===== src/rtl/alu_seq_if.sv =====
// alu_seq_if: groups the fetch, ALU, data-memory and status signals of the
// alu_seq sequencer. The master modport is the sequencer's view, the slave
// modport is the environment (program memory, ALU, data memory).
interface alu_seq_if #(
  parameter int WIDTH    = 8,
  parameter int IWIDTH   = 8,
  parameter int PC_WIDTH = 8
);
  logic                      run;
  logic                      pm_req;
  logic [PC_WIDTH-1:0]       pm_addr;
  logic                      pm_ack;
  logic [IWIDTH+2+WIDTH-1:0] pm_data;
  logic [IWIDTH-1:0]         alu_op;
  logic [1:0]                alu_src;
  logic [WIDTH-1:0]          alu_imm;
  logic [WIDTH-1:0]          alu_a;
  logic                      alu_c_in;
  logic                      alu_b_in;
  logic [WIDTH-1:0]          alu_out;
  logic                      alu_c_out;
  logic                      alu_b_out;
  logic                      mem_we;
  logic [WIDTH-1:0]          mem_addr;
  logic [WIDTH-1:0]          mem_wdata;
  logic [WIDTH-1:0]          cr;
  logic                      halt;

  modport master (
    input  run, pm_ack, pm_data, alu_out, alu_c_out, alu_b_out,
    output pm_req, pm_addr, alu_op, alu_src, alu_imm, alu_a, alu_c_in,
           alu_b_in, mem_we, mem_addr, mem_wdata, cr, halt
  );

  modport slave (
    output run, pm_ack, pm_data, alu_out, alu_c_out, alu_b_out,
    input  pm_req, pm_addr, alu_op, alu_src, alu_imm, alu_a, alu_c_in,
           alu_b_in, mem_we, mem_addr, mem_wdata, cr, halt
  );
endinterface


===== src/rtl/alu_seq.sv =====
// alu_seq: fetch/execute sequencer driving an external ALU and data memory.
// Each instruction takes a FETCH (held until pm_ack) and one EXEC cycle.
// Optional feature: define CARRY_CHAIN_EN to keep C/B flags and feed them
// back into ADD/SUB for multi-word arithmetic; without it the flags read 0.
// Assumes PC_WIDTH <= WIDTH (jump targets come from the operand field).
module alu_seq #(
  parameter int WIDTH    = 8,
  parameter int IWIDTH   = 8,
  parameter int PC_WIDTH = 8
) (
  input logic      clk,
  input logic      rst,
  alu_seq_if.master bus
);

  localparam int IRW = IWIDTH + 2 + WIDTH;

  localparam logic [IWIDTH-1:0] OP_ALU_LAST = IWIDTH'(8'h11);
  localparam logic [IWIDTH-1:0] OP_ADD      = IWIDTH'(8'h07);
  localparam logic [IWIDTH-1:0] OP_SUB      = IWIDTH'(8'h08);
  localparam logic [IWIDTH-1:0] OP_S        = IWIDTH'(8'h1B);
  localparam logic [IWIDTH-1:0] OP_R        = IWIDTH'(8'h1C);
  localparam logic [IWIDTH-1:0] OP_ST       = IWIDTH'(8'h1D);
  localparam logic [IWIDTH-1:0] OP_STN      = IWIDTH'(8'h1E);
  localparam logic [IWIDTH-1:0] OP_LD       = IWIDTH'(8'h1F);
  localparam logic [IWIDTH-1:0] OP_LDN      = IWIDTH'(8'h20);
  localparam logic [IWIDTH-1:0] OP_JMP      = IWIDTH'(8'h21);
  localparam logic [IWIDTH-1:0] OP_JMPC     = IWIDTH'(8'h22);
  localparam logic [IWIDTH-1:0] OP_HALT     = IWIDTH'(8'hFF);

  typedef enum logic [1:0] {
    S_IDLE  = 2'd0,
    S_FETCH = 2'd1,
    S_EXEC  = 2'd2,
    S_HALT  = 2'd3
  } state_t;

  // Opcodes whose EXEC writes the ALU result into CR.
  function automatic logic f_writes_cr(input logic [IWIDTH-1:0] op);
    return (op <= OP_ALU_LAST) || (op == OP_S) || (op == OP_R) ||
           (op == OP_LD) || (op == OP_LDN);
  endfunction

  // Opcodes that pulse the data-memory write strobe.
  function automatic logic f_is_store(input logic [IWIDTH-1:0] op);
    return (op == OP_ST) || (op == OP_STN);
  endfunction

  state_t              r_state;
  state_t              w_state_nxt;
  logic [PC_WIDTH-1:0] r_pc;
  logic [PC_WIDTH-1:0] w_pc_nxt;
  logic [IRW-1:0]      r_ir;
  logic [IRW-1:0]      w_ir_nxt;
  logic [WIDTH-1:0]    r_cr;
  logic [WIDTH-1:0]    w_cr_nxt;
  logic                r_pm_req;
  logic                r_mem_we;
  logic                w_mem_we_nxt;
  logic                r_halt;
  logic                w_halt_nxt;
  logic                w_c_flag;
  logic                w_b_flag;
  logic                w_c_nxt;
  logic                w_b_nxt;

  logic [IWIDTH-1:0]   w_op;
  logic [IWIDTH-1:0]   w_fetch_op;
  logic [WIDTH-1:0]    w_opnd;
  logic                w_ack;

  assign w_op       = r_ir[IRW-1 -: IWIDTH];
  assign w_opnd     = r_ir[WIDTH-1:0];
  assign w_fetch_op = bus.pm_data[IRW-1 -: IWIDTH];
  // pm_ack only means something while a request is outstanding.
  assign w_ack      = bus.pm_ack & r_pm_req;

  assign bus.pm_req    = r_pm_req;
  assign bus.pm_addr   = r_pc;
  assign bus.alu_op    = w_op;
  assign bus.alu_src   = r_ir[WIDTH+1:WIDTH];
  assign bus.alu_imm   = w_opnd;
  assign bus.alu_a     = r_cr;
  assign bus.mem_we    = r_mem_we;
  assign bus.mem_addr  = w_opnd;
  assign bus.mem_wdata = bus.alu_out;
  assign bus.cr        = r_cr;
  assign bus.halt      = r_halt;

  // Next-state and datapath update selection for the fetch/execute FSM.
  always_comb begin
    w_state_nxt  = r_state;
    w_pc_nxt     = r_pc;
    w_ir_nxt     = r_ir;
    w_cr_nxt     = r_cr;
    w_c_nxt      = w_c_flag;
    w_b_nxt      = w_b_flag;
    w_mem_we_nxt = 1'b0;
    w_halt_nxt   = r_halt;
    case (r_state)
      S_IDLE: begin
        if (bus.run) begin
          w_state_nxt = S_FETCH;
        end else begin
          w_state_nxt = S_IDLE;
        end
      end
      S_FETCH: begin
        if (w_ack) begin
          w_ir_nxt     = bus.pm_data;
          w_state_nxt  = S_EXEC;
          // Strobe is registered, so it is decided from the fetched word.
          w_mem_we_nxt = f_is_store(w_fetch_op);
        end else begin
          w_state_nxt = S_FETCH;
        end
      end
      S_EXEC: begin
        w_pc_nxt    = r_pc + PC_WIDTH'(1);
        w_state_nxt = bus.run ? S_FETCH : S_IDLE;
        if (f_writes_cr(w_op)) begin
          w_cr_nxt = bus.alu_out;
        end else begin
          w_cr_nxt = r_cr;
        end
        if (w_op == OP_ADD) begin
          w_c_nxt = bus.alu_c_out;
        end else if (w_op == OP_SUB) begin
          w_b_nxt = bus.alu_b_out;
        end else begin
          w_c_nxt = w_c_flag;
        end
        if (w_op == OP_JMP) begin
          w_pc_nxt = w_opnd[PC_WIDTH-1:0];
        end else if ((w_op == OP_JMPC) && (r_cr != '0)) begin
          w_pc_nxt = w_opnd[PC_WIDTH-1:0];
        end else if (w_op == OP_HALT) begin
          w_pc_nxt    = r_pc;
          w_state_nxt = S_HALT;
          w_halt_nxt  = 1'b1;
        end else begin
          w_halt_nxt = r_halt;
        end
      end
      S_HALT: begin
        w_state_nxt = S_HALT;
      end
      default: begin
        w_state_nxt = S_IDLE;
      end
    endcase
  end

  // State, program counter, instruction, result and output registers.
  always_ff @(posedge clk) begin
    if (rst) begin
      r_state  <= S_IDLE;
      r_pc     <= '0;
      r_ir     <= '0;
      r_cr     <= '0;
      r_pm_req <= 1'b0;
      r_mem_we <= 1'b0;
      r_halt   <= 1'b0;
    end else begin
      r_state  <= w_state_nxt;
      r_pc     <= w_pc_nxt;
      r_ir     <= w_ir_nxt;
      r_cr     <= w_cr_nxt;
      r_pm_req <= (w_state_nxt == S_FETCH);
      r_mem_we <= w_mem_we_nxt;
      r_halt   <= w_halt_nxt;
    end
  end

`ifdef CARRY_CHAIN_EN
  logic r_c;
  logic r_b;

  assign w_c_flag     = r_c;
  assign w_b_flag     = r_b;
  assign bus.alu_c_in = (w_op == OP_ADD) ? r_c : 1'b0;
  assign bus.alu_b_in = (w_op == OP_SUB) ? r_b : 1'b0;

  // Carry/borrow flags kept between instructions for multi-word arithmetic.
  always_ff @(posedge clk) begin
    if (rst) begin
      r_c <= 1'b0;
      r_b <= 1'b0;
    end else begin
      r_c <= w_c_nxt;
      r_b <= w_b_nxt;
    end
  end
`else
  logic w_unused_flags;

  assign w_c_flag       = 1'b0;
  assign w_b_flag       = 1'b0;
  assign bus.alu_c_in   = 1'b0;
  assign bus.alu_b_in   = 1'b0;
  // Flags are not stored in this build; their next values are discarded.
  assign w_unused_flags = w_c_nxt ^ w_b_nxt ^ bus.alu_c_out ^ bus.alu_b_out;
`endif

endmodule


===== src/flat_wrapper.sv =====
// flat-port wrapper written by rule: the top's interface ports become plain ports
module alu_seq_flat 
#(
  parameter int WIDTH    = 8,
  parameter int IWIDTH   = 8,
  parameter int PC_WIDTH = 8
)
  (clk, rst, bus_run, bus_pm_ack, bus_pm_data, bus_alu_out, bus_alu_c_out, bus_alu_b_out, bus_pm_req, bus_pm_addr, bus_alu_op, bus_alu_src, bus_alu_imm, bus_alu_a, bus_alu_c_in, bus_alu_b_in, bus_mem_we, bus_mem_addr, bus_mem_wdata, bus_cr, bus_halt);
  alu_seq_if #(.WIDTH(WIDTH), .IWIDTH(IWIDTH), .PC_WIDTH(PC_WIDTH)) bus_i ();
  input logic clk;
  input logic rst;
  input wire logic [$bits(bus_i.run)-1:0] bus_run;
  input wire logic [$bits(bus_i.pm_ack)-1:0] bus_pm_ack;
  input wire logic [$bits(bus_i.pm_data)-1:0] bus_pm_data;
  input wire logic [$bits(bus_i.alu_out)-1:0] bus_alu_out;
  input wire logic [$bits(bus_i.alu_c_out)-1:0] bus_alu_c_out;
  input wire logic [$bits(bus_i.alu_b_out)-1:0] bus_alu_b_out;
  output wire logic [$bits(bus_i.pm_req)-1:0] bus_pm_req;
  output wire logic [$bits(bus_i.pm_addr)-1:0] bus_pm_addr;
  output wire logic [$bits(bus_i.alu_op)-1:0] bus_alu_op;
  output wire logic [$bits(bus_i.alu_src)-1:0] bus_alu_src;
  output wire logic [$bits(bus_i.alu_imm)-1:0] bus_alu_imm;
  output wire logic [$bits(bus_i.alu_a)-1:0] bus_alu_a;
  output wire logic [$bits(bus_i.alu_c_in)-1:0] bus_alu_c_in;
  output wire logic [$bits(bus_i.alu_b_in)-1:0] bus_alu_b_in;
  output wire logic [$bits(bus_i.mem_we)-1:0] bus_mem_we;
  output wire logic [$bits(bus_i.mem_addr)-1:0] bus_mem_addr;
  output wire logic [$bits(bus_i.mem_wdata)-1:0] bus_mem_wdata;
  output wire logic [$bits(bus_i.cr)-1:0] bus_cr;
  output wire logic [$bits(bus_i.halt)-1:0] bus_halt;
  assign bus_i.run = bus_run;
  assign bus_i.pm_ack = bus_pm_ack;
  assign bus_i.pm_data = bus_pm_data;
  assign bus_i.alu_out = bus_alu_out;
  assign bus_i.alu_c_out = bus_alu_c_out;
  assign bus_i.alu_b_out = bus_alu_b_out;
  assign bus_pm_req = bus_i.pm_req;
  assign bus_pm_addr = bus_i.pm_addr;
  assign bus_alu_op = bus_i.alu_op;
  assign bus_alu_src = bus_i.alu_src;
  assign bus_alu_imm = bus_i.alu_imm;
  assign bus_alu_a = bus_i.alu_a;
  assign bus_alu_c_in = bus_i.alu_c_in;
  assign bus_alu_b_in = bus_i.alu_b_in;
  assign bus_mem_we = bus_i.mem_we;
  assign bus_mem_addr = bus_i.mem_addr;
  assign bus_mem_wdata = bus_i.mem_wdata;
  assign bus_cr = bus_i.cr;
  assign bus_halt = bus_i.halt;
  alu_seq #(.WIDTH(WIDTH), .IWIDTH(IWIDTH), .PC_WIDTH(PC_WIDTH)) u_core (.clk(clk), .rst(rst), .bus(bus_i));
endmodule

===== config.mk =====
export PLATFORM = sky130hd
export DESIGN_NAME = alu_seq_flat
export DESIGN_NICKNAME = d
export VERILOG_FILES = /design/src/rtl/alu_seq_if.sv /design/src/rtl/alu_seq.sv /design/src/flat_wrapper.sv
export SDC_FILE = /design/constraint.sdc
export NUM_CORES = 1
export LEC_CHECK = 0
export BUFFER_PORTS_ARGS = -buffer_cell sky130_fd_sc_hd__buf_2
export CAP_MARGIN = 20
export CORE_ASPECT_RATIO = 1.5
export CORE_UTILIZATION = 50
export CTS_BUF_LIST = sky130_fd_sc_hd__clkbuf_8 sky130_fd_sc_hd__clkbuf_16
export DETAILED_ROUTE_END_ITERATION = 8
export PLACE_DENSITY = 0.95
export SLEW_MARGIN = 20
export SYNTH_ARGS = -nofsm -noshare
export SYNTH_HDL_FRONTEND = slang
export SYNTH_SLANG_ARGS = --single-unit

===== constraint.sdc =====
create_clock -name clk -period 2.95 [get_ports clk]
set_input_delay 0.1475 -clock clk [delete_from_list [all_inputs] [get_ports clk]]
set_output_delay 0.1475 -clock clk [all_outputs]
set_load 0.01 [all_outputs]

==> flow_metrics.tcl <==
set metrics [dict create \
    status "complete, no violations" \
    post_cts_resize_count 0 \
    dp_hpwl_um 3440 \
    cts_buffer_depth 2 \
    seq_area_frac_synth_pct 39.4 \
    layout_setup_ws_ns 0.992 \
    worstSetupPathType "register to register" \
    reg2regPathDepth 5 \
    htree_levels 2 \
    core-area_sq_mm 0.00372 \
    ios 95 \
    drcViolationCount 0 \
    grt_pass1_vias 1641 \
    slowest_stage "or3_4" \
    synth_cell_type_count 39 \
    cap_violations 0 \
    clock-sinks 39 \
    place_ws_ns 1.08 \
    hold_viol 0 \
    fin_crit_sh_pct 66.4 \
    syn_area_per_cell_sq_um 8.15 \
    post-route-cell-area_sq_mm 0.00235 \
    cp_max_fo 8 \
    synth_top_area_share_pct 39.4 \
    drive_gt1_share_pct 34.5 \
    grt_max_degree 50 \
    synthToLayoutAreaGrowth_pct 18.4 \
    regToRegEndpoint "u_core.bus.alu_a[1]" \
    postRouteAntennaNets 0 \
    worst_pin_slew_ns 0.732 \
    antenna_found_initial 0 \
    rsz0062_at_grt "no" \
    clk_latency_ns 0.29 \
    die-area_sq_mm 0.00422 \
    slowest_delay_ns 0.37 \
    yosys_register_bits 39 \
    routed_via_density 5.39 \
    synth_area_sq_mm 0.00198 \
    power_density_mw_per_mm2 425 \
    cpLargestDelayFamily "simple AND/OR/NAND/NOR gates" \
    crit_chain "nor4_1 -> nand3b_1 -> or3_4 -> a21oi_4 -> mux2i_1" \
    final.min_clock_period_ns 1.96 \
    cts_setup_buffers 0 \
    cp_num_buf_inv 0 \
    fin_worst_skew_ns 0.00534 \
    clk_pin_slew_worst_paths_ns 0.08 \
    ir_drop_v 0.000311 \
    synth_area_leaders "dfxtp_1 39%, buf_4 9.9%, nand2_1 8.9%" \
    worst_setup_path_end_kind "register" \
    ys_warn_count 0 \
    fillCellCount 352 \
    port_buffers 90 \
    grt_use_total_pct 23.4 \
    hold_class "primary input to register" \
    finalMaxSlewViolations 0 \
    regToRegSetupSlack_ns 0.99 \
    die_x_um 53.4 \
    min_to "u_core.r_ir[9]" \
    vias 1885 \
    setup-tns-final_ns 0 \
    cellLeakagePower_nw 1.06 \
    cts_buffers 5 \
    initial_core_util_pct 53.3 \
    synth_area_leader_cell "dfxtp_1" \
    die_y_um 79.1 \
    hold_buffers 0 \
    arrival_ns 2.16 \
    hp-start "bus_pm_data[9]" \
    cp-start-kind "register" \
    synth_cells 243 \
    tritoncts "done" \
    finalWeightedCongestion 0.805 \
    max_freq_ghz 0.511 \
    startpoint "u_core.r_ir[17]" \
    finalNetCount 339 \
    report.final.setup_viol 0 \
    grt_pass1_wl_um 7270 \
    drt_iter0_markers 90 \
    place_area_sq_mm 0.00226 \
    rows 27 \
    layout_common_cells "90 x buf_2, 47 x nand2_1, 39 x dfxtp_1" \
    final_common_cell "buf_2" \
    wl_per_cell_um 13.2 \
    final_core_util_pct 63.1 \
    crit_required_ns 3.15 \
    cts_root_buf "clkbuf_8" \
    slew_headroom_pct 51.2 \
    r2r_start "u_core.r_ir[17]" \
    num_antenna_cells 0 \
    gr-total-overflow 0 \
    holdPathStages 3 \
    routed_wl_um 4630 \
    holdWs_ns 0.0880 \
    first_pass_iters 4 \
]
==> per-layer routing <==
layer,wire [um],track usage (%),vias to the layer above
met5,0,0,-
met4,101,13.7,0
met3,219,4.41,10
met2,2560,39.1,80
met1,1750,26.4,873
li1,-,-,922
==> worst max-delay path by stage <==
stage	slack [ns]	to	depth (start not counted)
floorplan	1.26	u_core.bus.alu_a[0]	5
global placement	1.20	u_core.bus.alu_a[0]	5
detailed placement	1.08	u_core.bus.alu_a[1]	5
CTS	1.05	u_core.bus.alu_a[1]	5
global route	0.90	u_core.bus.alu_a[1]	5
finish	0.99	u_core.bus.alu_a[1]	5
==> Yosys cell counts <==
| cell | n |
|---|---|
| a21oi_4 | 1 |
| o32ai_1 | 2 |
| and3_1 | 1 |
| a21o_2 | 1 |
| nand4b_1 | 1 |
| buf_4 | 26 |
| o21ai_1 | 1 |
| or3_1 | 1 |
| buf_2 | 1 |
| mux2i_1 | 12 |
| nand2_1 | 47 |
| nor2_1 | 5 |
| nand3b_1 | 3 |
| nor3_1 | 3 |
| ha_1 | 1 |
| a221oi_1 | 2 |
| nor2b_1 | 4 |
| a31oi_1 | 5 |
| or3_4 | 1 |
| o21a_1 | 1 |
| nand3_1 | 6 |
| dfxtp_1 | 39 |
| nand2b_1 | 19 |
| xnor2_1 | 1 |
| or4_1 | 2 |
| o31ai_2 | 1 |
| a21oi_2 | 1 |
| o21ai_0 | 4 |
| a311oi_1 | 1 |
| clkbuf_1 | 9 |
| and2_1 | 2 |
| nor4_1 | 3 |
| or2_2 | 2 |
| nand4_1 | 2 |
| conb_1 | 1 |
| a21oi_1 | 24 |
| inv_1 | 5 |
| nor4b_1 | 1 |
| a211o_1 | 1 |
==> logic make-up after synthesis <==
family | after synthesis | synth area share [%]
xor+xnor | 1 | 0.442
simple gates | 103 | 26.2
fa+ha+maj | 1 | 0.632
buf+inv | 41 | 12.8
other cells | 1 | 0.189
flops | 39 | 39.4
compound gates | 45 | 14.3
mux | 12 | 6.06
==> flip-flops by register name (all words and copies together), names as in the netlist <==
signal and count:
u_core.bus.pm_addr 8, u_core.bus.pm_req 1, u_core.bus.alu_a 8, u_core.bus.halt 1, u_core.r_ir 18, u_core.bus.mem_we 1, u_core.r_state 2
==> stage by stage <==
stage               total power (W)  instances
finish                     0.000997        350
global route                0.00104        350
CTS                         0.00101        350
detailed placement         0.000663        342
global placement           0.000660        342
floorplan                  0.000629        244
==> cell type report <==
| type | instances | area, sq um | area share, % |
|---|---|---|---|
| inverters | 5 | 18.8 | 0.800 |
| clock inverters | 3 | 15.0 | 0.640 |
| well taps | 43 | 53.8 | 2.29 |
| flip-flops and latches | 39 | 781 | 33.3 |
| repair buffers | 91 | 458 | 19.5 |
| clock buffers | 5 | 68.8 | 2.93 |
| multi-input cells | 164 | 951 | 40.5 |
==> power by group <==
group	internal [W]	switching (W)	leakage, nW
Combinational	0.0000476	0.0000544	0.701
Clock	0.000162	0.000184	0.0477
Sequential	0.000538	0.0000117	0.316
Total	0.000747	0.000250	1.06
==> worst register-to-register path: stages, from the launching register on <==
cell,delay (ns)
dfxtp_1,0.35
nor4_1,0.32
nand3b_1,0.18
or3_4,0.37
a21oi_4,0.35
mux2i_1,0.30
Note: power is estimated with default switching activity, not from simulation.
